<file path="src/rtl/bcd_mod_counter_if.sv">
`default_nettype none
// +----------------------------------------------------------------------------+
// | bcd_mod_counter_if : control, load and result signals of bcd_mod_counter     |
// | Revision 1.0                                                               |
// +----------------------------------------------------------------------------+
interface bcd_mod_counter_if;
  logic       en;
  logic       up_dn;
  logic       clr;
  logic       load;
  logic [3:0] load_tens;
  logic [3:0] load_units;
  logic [3:0] tens;
  logic [3:0] units;
  logic       tc;
  logic       load_err;

  modport master (
    output en, up_dn, clr, load, load_tens, load_units,
    input  tens, units, tc, load_err
  );

  modport slave (
    input  en, up_dn, clr, load, load_tens, load_units,
    output tens, units, tc, load_err
  );
endinterface
`default_nettype wire

</file>
<file path="src/rtl/bcd_mod_counter.sv">
`default_nettype none
// +----------------------------------------------------------------------------+
// | bcd_mod_counter : two-digit packed-BCD up/down modulo counter with         |
// | prescaler, clear, checked parallel load and terminal-count pulse           |
// | Revision 1.0                                                               |
// +----------------------------------------------------------------------------+
module bcd_mod_counter #(
  parameter int MAX_VAL  = 59,
  parameter int PRESCALE = 1
) (
  input  logic               clk,
  input  logic               reset,
  bcd_mod_counter_if.slave   bus
);

  localparam int                c_PS_W      = (PRESCALE > 1) ? $clog2(PRESCALE) : 1;
  localparam logic [c_PS_W-1:0] c_PS_LAST   = c_PS_W'(PRESCALE - 1);
  localparam logic [3:0]        c_MAX_TENS  = 4'(MAX_VAL / 10);
  localparam logic [3:0]        c_MAX_UNITS = 4'(MAX_VAL % 10);
  localparam logic [7:0]        c_MAX_BIN   = 8'(MAX_VAL);

  logic [3:0]        r_tens;
  logic [3:0]        r_units;
  logic              r_tc;
  logic              r_load_err;
  logic [c_PS_W-1:0] r_presc;

  logic [7:0] w_load_bin;
  logic [7:0] w_cur_bin;
  logic       w_load_ok;
  logic       w_illegal;
  logic       w_step;
  logic [3:0] w_nxt_tens;
  logic [3:0] w_nxt_units;
  logic       w_wrap;

  // Binary weights only feed comparators; the stored value stays BCD.
  assign w_load_bin = 8'(bus.load_tens) * 8'd10 + 8'(bus.load_units);
  assign w_cur_bin  = 8'(r_tens) * 8'd10 + 8'(r_units);
  assign w_load_ok  = (bus.load_tens <= 4'd9) && (bus.load_units <= 4'd9) &&
                      (w_load_bin <= c_MAX_BIN);
  assign w_illegal  = (r_tens > 4'd9) || (r_units > 4'd9) || (w_cur_bin > c_MAX_BIN);
  assign w_step     = bus.en && (r_presc == c_PS_LAST);

  always_comb begin
    w_nxt_tens  = 4'd0;
    w_nxt_units = 4'd0;
    w_wrap      = 1'b0;
    if (w_illegal) begin
      w_nxt_tens  = 4'd0;
      w_nxt_units = 4'd0;
    end else if (bus.up_dn) begin
      if (w_cur_bin == c_MAX_BIN) begin
        w_wrap = 1'b1;
      end else if (r_units == 4'd9) begin
        w_nxt_tens  = r_tens + 4'd1;
      end else begin
        w_nxt_tens  = r_tens;
        w_nxt_units = r_units + 4'd1;
      end
    end else begin
      if (w_cur_bin == 8'd0) begin
        w_nxt_tens  = c_MAX_TENS;
        w_nxt_units = c_MAX_UNITS;
        w_wrap      = 1'b1;
      end else if (r_units != 4'd0) begin
        w_nxt_tens  = r_tens;
        w_nxt_units = r_units - 4'd1;
      end else begin
        w_nxt_tens  = r_tens - 4'd1;
        w_nxt_units = 4'd9;
      end
    end
  end

  // Pulses default low every edge so tc and load_err last exactly one cycle.
  always_ff @(posedge clk or negedge reset) begin
    if (!reset) begin
      r_tens     <= 4'd0;
      r_units    <= 4'd0;
      r_tc       <= 1'b0;
      r_load_err <= 1'b0;
      r_presc    <= '0;
    end else begin
      r_tc       <= 1'b0;
      r_load_err <= 1'b0;
      if (bus.clr) begin
        r_tens  <= 4'd0;
        r_units <= 4'd0;
        r_presc <= '0;
      end else if (bus.load) begin
        if (w_load_ok) begin
          r_tens  <= bus.load_tens;
          r_units <= bus.load_units;
          r_presc <= '0;
        end else begin
          r_load_err <= 1'b1;
        end
      end else if (bus.en) begin
        if (w_step) begin
          r_presc <= '0;
          r_tens  <= w_nxt_tens;
          r_units <= w_nxt_units;
          r_tc    <= w_wrap;
        end else begin
          r_presc <= r_presc + 1'b1;
        end
      end
    end
  end

  assign bus.tens     = r_tens;
  assign bus.units    = r_units;
  assign bus.tc       = r_tc;
  assign bus.load_err = r_load_err;

endmodule
`default_nettype wire

</file>
<file path="src/flat_wrapper.sv">
// flat-port wrapper written by rule: the top's interface ports become plain ports
module bcd_mod_counter_flat 
#(
  parameter int MAX_VAL  = 59,
  parameter int PRESCALE = 1
)
  (clk, reset, bus_en, bus_up_dn, bus_clr, bus_load, bus_load_tens, bus_load_units, bus_tens, bus_units, bus_tc, bus_load_err);
  bcd_mod_counter_if bus_i ();
  input  logic clk;
  input  logic reset;
  input wire logic [$bits(bus_i.en)-1:0] bus_en;
  input wire logic [$bits(bus_i.up_dn)-1:0] bus_up_dn;
  input wire logic [$bits(bus_i.clr)-1:0] bus_clr;
  input wire logic [$bits(bus_i.load)-1:0] bus_load;
  input wire logic [$bits(bus_i.load_tens)-1:0] bus_load_tens;
  input wire logic [$bits(bus_i.load_units)-1:0] bus_load_units;
  output wire logic [$bits(bus_i.tens)-1:0] bus_tens;
  output wire logic [$bits(bus_i.units)-1:0] bus_units;
  output wire logic [$bits(bus_i.tc)-1:0] bus_tc;
  output wire logic [$bits(bus_i.load_err)-1:0] bus_load_err;
  assign bus_i.en = bus_en;
  assign bus_i.up_dn = bus_up_dn;
  assign bus_i.clr = bus_clr;
  assign bus_i.load = bus_load;
  assign bus_i.load_tens = bus_load_tens;
  assign bus_i.load_units = bus_load_units;
  assign bus_tens = bus_i.tens;
  assign bus_units = bus_i.units;
  assign bus_tc = bus_i.tc;
  assign bus_load_err = bus_i.load_err;
  bcd_mod_counter #(.MAX_VAL(MAX_VAL), .PRESCALE(PRESCALE)) u_core (.clk(clk), .reset(reset), .bus(bus_i));
endmodule
</file>
<file path="config.mk">
export PLATFORM = sky130hd
export DESIGN_NAME = bcd_mod_counter_flat
export DESIGN_NICKNAME = d
export VERILOG_FILES = /design/src/rtl/bcd_mod_counter_if.sv /design/src/rtl/bcd_mod_counter.sv /design/src/flat_wrapper.sv
export SDC_FILE = /design/constraint.sdc
export NUM_CORES = 1
export LEC_CHECK = 0
export ABC_AREA = 1
export CAP_MARGIN = 20
export CORE_UTILIZATION = 40
export CTS_CLUSTER_DIAMETER = 200
export DETAILED_ROUTE_END_ITERATION = 12
export PLACE_DENSITY = 0.69
export SYNTH_ARGS = -nofsm -noshare
export SYNTH_HDL_FRONTEND = slang
export SYNTH_SLANG_ARGS = --single-unit
</file>
<file path="constraint.sdc">
create_clock -name clk -period 2.55 [get_ports clk]
set_input_delay 0.51 -clock clk [delete_from_list [all_inputs] [get_ports clk]]
set_output_delay 0.51 -clock clk [all_outputs]
set_load 0.005 [all_outputs]
</file>
==> reports/metrics.yaml, run 1 <==
pwr:
  cellPowerDensity_nw_per_um2: 581
  leakagePower_nw: 1.29
  irDropWorstVdd_uv: 434
layout:
  mostFrequentLayoutCells: "nand2_1, inv_1, nor2_1"
  stdcell_count: 390
  postLayoutCoreUtil: 0.607
  fillers: 373
  final-seq-area_sq_um: 277
  syn_to_final_growth_pct: 43.0
  final_nets: 376
  drive_gt1_frac: 0.274
  diodes: 0
  layout_commonest_cell: "nand2_1"
  multi_input_area_sq_um: 1450
timing:
  fin_crit_sh: 1.02
  fin_ws_ns: -0.0624
  maxSlewHeadroom: 0.671
  hold_slack_ns: 0.528
  layout_min_cycle_time_ns: 2.61
  finalClockSkew_ns: 0.00701
  setup_tns_ns: -0.233
  hold_violations: 0
  rsz0062_at_grt: "yes"
  fmax_mhz: 383
  setup_viol: 7
  final_max_slew_viol_count: 0
  worstMarginPinSlew_ns: 0.492
placement:
  port_buffers: 23
  dp.cells: 380
  hpwl_um: 3600
  place_congestion: 0.864
job:
  cap_violations: 0
clocking:
  numClockSinks: 11
  tritoncts: "done"
  cts_root_buf: "clkbuf_8"
  clk_pin_slew_ns: 0.05
  clockBufferDepth: 2
  clock_latency_ns: 0.24
  h-tree-depth: 1
  cts_inserted_buffers: 3
logic_synthesis:
  synth_area_sq_um: 1720
  ys_warn_count: 0
  synth_cell_types: 31
  synthTopCellsByArea: "nand2_1, dfrtp_1, ha_1"
  yosysTopAreaCellShare: 0.218
  synthCells: 281
  yosys.area.top_type: "nand2_1"
  async_flop_share: 1.00
  syn_avg_cell_area_sq_um: 6.13
  ys_ff_latch: 11
  ys.flop_type: "dfrtp_1"
  ys_seq_area_frac: 0.160
  synth_edf_count: 0
  synth_nets: 316
floorplanning:
  io_pins: 24
  die-area_sq_um: 4570
  fp.dieW_um: 67.6
  core_area_sq_um: 4060
  num_rows: 23
  die_y_um: 67.6
  start_util: 0.424
setup_path:
  crit_required_ns: 2.68
  arrival_ns: 2.74
  critPathMaxFanout: 5
  crit_path_end_kind: "register"
  crit_path_start_kind: "register"
  path_class: "register to register"
global_route:
  antenna_found_initial: 0
  grtUsageTotal: 0.217
  overflow: 0
  grt_max_degree: 12
  grt_pass1_vias: 1826
  grt_first_pass_wirelength_um: 7650
routing:
  dr.pass1.iters: 4
  drt_wl_total_um: 4550
  routed-via-count: 1916
  wl_per_cell_um: 11.7
  antenna_left: 0
  vias_per_cell: 4.91
  post-route-drc-count: 0
  drt_iter0_drc: 54
run_status:
  violations: "negative setup slack"
  outcome: "finished, violations left"
worst_hold_path:
  hp-class: "register to register"
-- layer usage --
layer  share of wire  up-vias  GRT usage
li1                -     1007          -
met1            0.46      862      0.282
met2            0.50       47      0.386
met3           0.044        0     0.0355
met4               0        0     0.0160
met5               0        -          0
-- cells in the mapped netlist, drive strengths merged, types with 2 or more instances --
cell type,number
o21ai,6
fa,4
a21boi,2
nand2,112
nand4,5
inv,40
ha,17
nor2,37
o22ai,2
nor3,2
nand3,24
xor2,3
a21oi,10
dfrtp,11
-- final timing paths --
| path | startpoint | endpoint | slack [ns] | depth (start not counted) |
|---|---|---|---|---|
| hold reg to reg | u_core.r_presc$_DFFE_PN0P_ | u_core.bus.tc$_DFF_PN0_ | 0.53 | 3 |
| setup / recovery | u_core.bus.tens[3]$_DFFE_PN0P_ | u_core.bus.units[1]$_DFFE_PN0P_ | -0.06 | 15 |
| setup reg to reg | u_core.bus.tens[3]$_DFFE_PN0P_ | u_core.bus.units[1]$_DFFE_PN0P_ | -0.06 | 15 |
| hold / removal | u_core.r_presc$_DFFE_PN0P_ | u_core.bus.tc$_DFF_PN0_ | 0.53 | 3 |
| min in group asynchronous | reset | u_core.r_presc$_DFFE_PN0P_ | 0.60 | 1 |
| max in group asynchronous | reset | u_core.bus.tens[3]$_DFFE_PN0P_ | 1.58 | 1 |
-- report_power, final --
part,internal (mW),total [mW],switching [mW]
logic,0.439,1.02,0.581
clock network,0.107,0.174,0.0664
registers,0.205,0.237,0.0329
total,0.751,1.43,0.680
-- critical path, cell delays in order (launching register included) --
cell and delay (ns):
dfrtp_2 0.42, ha_4 0.25, ha_4 0.16, fa_2 0.57, nand2_1 0.06, nor2_1 0.08
nand2_1 0.10, nand3_1 0.11, nand2_2 0.07, nor2_4 0.15, buf_4 0.15, nand3_4 0.10
nand3_1 0.10, nor2_1 0.05, nor2_1 0.10, nor2_1 0.04
-- through the flow --
| stage | instance area, sq um | setup WS (ns) | total power, mW |
|---|---|---|---|
| after CTS | 2410 | -0.00435 | 1.38 |
| after global placement | 2240 | -0.526 | 1.11 |
| after detailed placement | 2240 | -0.594 | 1.12 |
| after floorplan | 1750 | 0.0197 | 0.823 |
| after global routing | 2460 | -0.170 | 1.56 |
| final | 2460 | -0.0624 | 1.43 |
-- state kept, by name, summed over array words and instances (netlist names) --
| name | flops |
|---|---|
| u_core.bus.units | 4 |
| u_core.r_presc | 1 |
| u_core.bus.tc | 1 |
| u_core.bus.tens | 4 |
| u_core.bus.load_err | 1 |
-- timing repair --
action	CTS	global route
buffers inserted	3	3
hold buffers	0	0
gates resized for setup	39	11
hold endpoints to repair	0	0
endpoints found under the setup margin	11	10
pin swaps	25	13
-- logic make-up (layout without fill, tap and decap cells) --
group	after synthesis	count (layout)	synth area share
AND/OR/NAND/NOR	182	182	0.474
flip-flops	11	11	0.160
XOR/XNOR	3	3	0.0196
buffers and inverters	42	101	0.0923
AO/OA/AOI/OAI	22	22	0.0843
adder cells (fa/ha/maj)	21	21	0.170
-- area by class of cell --
cell class              instances  share of cell area
multi-input cells             228               0.589
repair buffers                 57               0.193
flip-flops and latches         11               0.112
clock buffers                   3              0.0168
well taps                      50              0.0254
inverters                      40              0.0610
clock inverters                 1             0.00203
Power figures use the tool's default switching activity.
==> run 2, diff against run 1 <==
Settings changed: CORE_UTILIZATION 40 to 52, CTS_BUF_LIST set to sky130_fd_sc_hd__clkbuf_4 sky130_fd_sc_hd__clkbuf_8, PLACE_DENSITY 0.69 to 0.84, SLEW_MARGIN set to 20.
==> run 2 against run 1 <==
  * The flow still finishes with violations (negative setup slack)
  * Clock power shrank 22%
  * Non-clock buffer count is 1 higher
  * Clock skew shrank 0.0066 ns
  * Setup slack lost 0.024 ns
  * Global-route usage rose by 6.4 points
==> reports/metrics.yaml, run 2 (synthesized netlist as in run 1, its figures left out) <==
routing:
  dr.pass1.iters: 5  # was 4
  routed-via-count: 2102  # was 1916
  post-route-drc-count: 0  # unchanged
  dr_wl_met3_um: 403  # was 199 um
  vias_per_cell: 5.46  # was 4.91
  wl_met2_um: 2620  # was 2260 um
  wl_met1_um: 2270  # was 2090 um
  dr.max_layer_used: "met4"  # was met3
  drt_wl_total_um: 5470  # was 4550 um
  wl_per_cell_um: 14.2  # was 11.7 um
  antenna_left: 0  # unchanged
  drt_iter0_drc: 155  # was 54
timing:
  fmax_mhz: 379  # was 383 MHz
  final_max_slew_viol_count: 0  # unchanged
  fin_ws_ns: -0.0864  # was -0.0624 ns
  rsz0062_at_grt: "yes"  # unchanged
  fin_crit_sh: 1.03  # was 1.02
  layout_min_cycle_time_ns: 2.64  # was 2.61 ns
  maxSlewHeadroom: 0.648  # was 0.671
  hold_violations: 0  # unchanged
  finalClockSkew_ns: 0.000377  # was 0.00701 ns
  worstMarginPinSlew_ns: 0.527  # was 0.492 ns
  hold_slack_ns: 0.571  # was 0.528 ns
  setup_viol: 8  # was 7
pwr:
  pwr-share-clk: 0.096  # was 0.121
  power.share.sequential: 0.168  # was 0.166
  p_switching_uw: 699  # was 680 uW
  internal_power_uw: 714  # was 751 uW
  cellPowerDensity_nw_per_um2: 570  # was 581 nW/um^2
  p_sw_frac: 0.495  # was 0.475
  combPwrFrac: 0.736  # was 0.713
  irDropWorstVdd_uv: 408  # was 434 uV
  leakagePower_nw: 1.30  # was 1.29 nW
  total_power_mw: 1.41  # was 1.43 mW
floorplanning:
  fp.dieW_um: 59.5  # was 67.6 um
  core_area_sq_um: 3100  # was 4060 sq um
  start_util: 0.555  # was 0.424
  die-area_sq_um: 3550  # was 4570 sq um
  io_pins: 24  # unchanged
  num_rows: 20  # was 23
  die_y_um: 59.5  # was 67.6 um
setup_path:
  crit_chain: "ha_4, ha_4, fa_2, inv_1, nand3_1, nand2_2, nor2_1, nand2_1, nand2_2, nor2_8, buf_6, a21oi_4, nand2_1, nand2_1"  # was ha_4, ha_4, fa_2, nand2_1, nor2_1, nand2_1, nand3_1, nand2_2, nor2_4, buf_4, nand3_4, nand3_1, nor2_1, nor2_1, nor2_1
  max_stage_delay_ns: 0.57  # about the same
  crit_required_ns: 2.77  # was 2.68 ns
  cpLargestDelayFamily: "adder cells"  # unchanged
  crit_path_end_kind: "register"  # unchanged
  path_class: "register to register"  # unchanged
  crit_path_start_kind: "register"  # unchanged
  worst_r2r_path_depth: 14  # was 15
  arrival_ns: 2.86  # was 2.74 ns
  critPathMaxFanout: 5  # unchanged
  reg2reg_from: "u_core.bus.tens[3]$_DFFE_PN0P_"  # unchanged
  worst-path-buf-inv: 2  # was 1
  timing.critical_path.mode_cell: "nand2_1"  # was nor2_1
  critPathSlowestCell: "fa_2"  # unchanged
  r2r_end: "u_core.bus.tens[1]$_DFFE_PN0P_"  # was u_core.bus.units[1]$_DFFE_PN0P_
  r2r_slack_ns: -0.09  # was -0.06 ns
clocking:
  cts_hold_buf: 0  # unchanged
  clock_latency_ns: 0.28  # was 0.24 ns
  cts_inserted_buffers: 3  # unchanged
  numClockSinks: 11  # unchanged
  h-tree-depth: 1  # unchanged
  clockBufferDepth: 2  # unchanged
  cts_root_buf: "clkbuf_4"  # was clkbuf_8
  clk_pin_slew_ns: 0.07  # was 0.05 ns
  tritoncts: "done"  # unchanged
placement:
  place_congestion: 0.886  # was 0.864
  dp.cells: 373  # was 380
  port_buffers: 23  # unchanged
  hpwl_um: 3510  # was 3600 um
layout:
  stdcell_count: 385  # was 390
  postLayoutCoreUtil: 0.799  # was 0.607
  final_nets: 377  # was 376
  fillers: 232  # was 373
  syn_to_final_growth_pct: 44.0  # was 43.0%
  layout_commonest_cell: "nand2_1"  # unchanged
  drive_gt1_frac: 0.287  # was 0.274
  diodes: 0  # unchanged
  mostFrequentLayoutCells: "nand2_1, inv_1, nor2_1, buf_4, nand3_1"  # was nand2_1, inv_1, nor2_1
global_route:
  grtUsageTotal: 0.281  # was 0.217
  grt_first_pass_wirelength_um: 7650  # unchanged
  grt_max_degree: 12  # unchanged
  antenna_found_initial: 0  # unchanged
  grt_pass1_vias: 1887  # was 1826
  overflow: 0  # unchanged
run_status:
  violations: "negative setup slack"  # unchanged
  outcome: "finished, violations left"  # unchanged
worst_hold_path:
  hp-class: "primary input to asynchronous set/reset pin"  # was register to register
job:
  cap_violations: 0  # unchanged
-- run 2: per-stage QoR --
stage | setup TNS, ns | instance area (sq um) | setup slack (ns)
floorplan | 0 | 1750 | 0.0197
global placement | -4.56 | 2220 | -0.518
detailed placement | -5.25 | 2220 | -0.600
CTS | -0.0128 | 2380 | -0.0101
global route | -1.49 | 2480 | -0.236
finish | -0.432 | 2480 | -0.0864
-- run 2: routing by layer --
layer,GRT usage,up-vias
li1,-,1005
met1,0.375,967
met2,0.483,105
met3,0.0393,25
met4,0.0565,0
met5,0,-
-- run 2: what timing repair did --
item                                    in CTS  in global routing
endpoints found under the hold margin        0                  0
pin swaps                                   24                 24
setup buffers                                6                  2
resized for setup                           26                 28
endpoints found under the setup margin      11                 11
-- run 2: how the worst max path moves through the flow --
stage,depth (start not counted),slack [ns],end,startpoint
floorplan,14,0.02,u_core.bus.tens[2]$_DFFE_PN0P_,bus_load_tens[1]
finish,14,-0.09,u_core.bus.tens[1]$_DFFE_PN0P_,u_core.bus.tens[3]$_DFFE_PN0P_
detailed placement,15,-0.60,u_core.bus.tens[1]$_DFFE_PN0P_,bus_load_tens[1]
global placement,15,-0.52,u_core.bus.tens[3]$_DFFE_PN0P_,bus_load_tens[1]
CTS,16,-0.01,u_core.bus.tens[1]$_DFFE_PN0P_,u_core.bus.tens[3]$_DFFE_PN0P_
global route,17,-0.24,u_core.bus.tens[1]$_DFFE_PN0P_,u_core.bus.tens[0]$_DFFE_PN0P_
-- run 2: power by group through the flow --
stage | clock (mW) | combinational [mW] | sequential, mW
after floorplan | 0 | 0.564 | 0.258
after global placement | 0 | 0.849 | 0.238
after detailed placement | 0 | 0.875 | 0.239
after CTS | 0.133 | 0.944 | 0.235
after global routing | 0.144 | 1.14 | 0.241
final | 0.135 | 1.04 | 0.238
-- run 2: worst reg2reg max path, delay by kind of cell, from the launching register on --
kind	cells	cell delay [ns]
compound gates	1	0.19
simple gates	8	0.80
buf+inv	2	0.18
flops	1	0.43
fa+ha+maj	3	0.98
-- run 2: layout make-up --
| class | instances | area (sq um) | share of cell area |
|---|---|---|---|
| repair buffers | 58 | 483 | 0.195 |
| inverters | 40 | 150 | 0.0606 |
| well taps | 44 | 55.1 | 0.0222 |
| clock buffers | 4 | 30.0 | 0.0121 |
| flip-flops and latches | 11 | 277 | 0.112 |
| multi-input cells | 228 | 1480 | 0.599 |
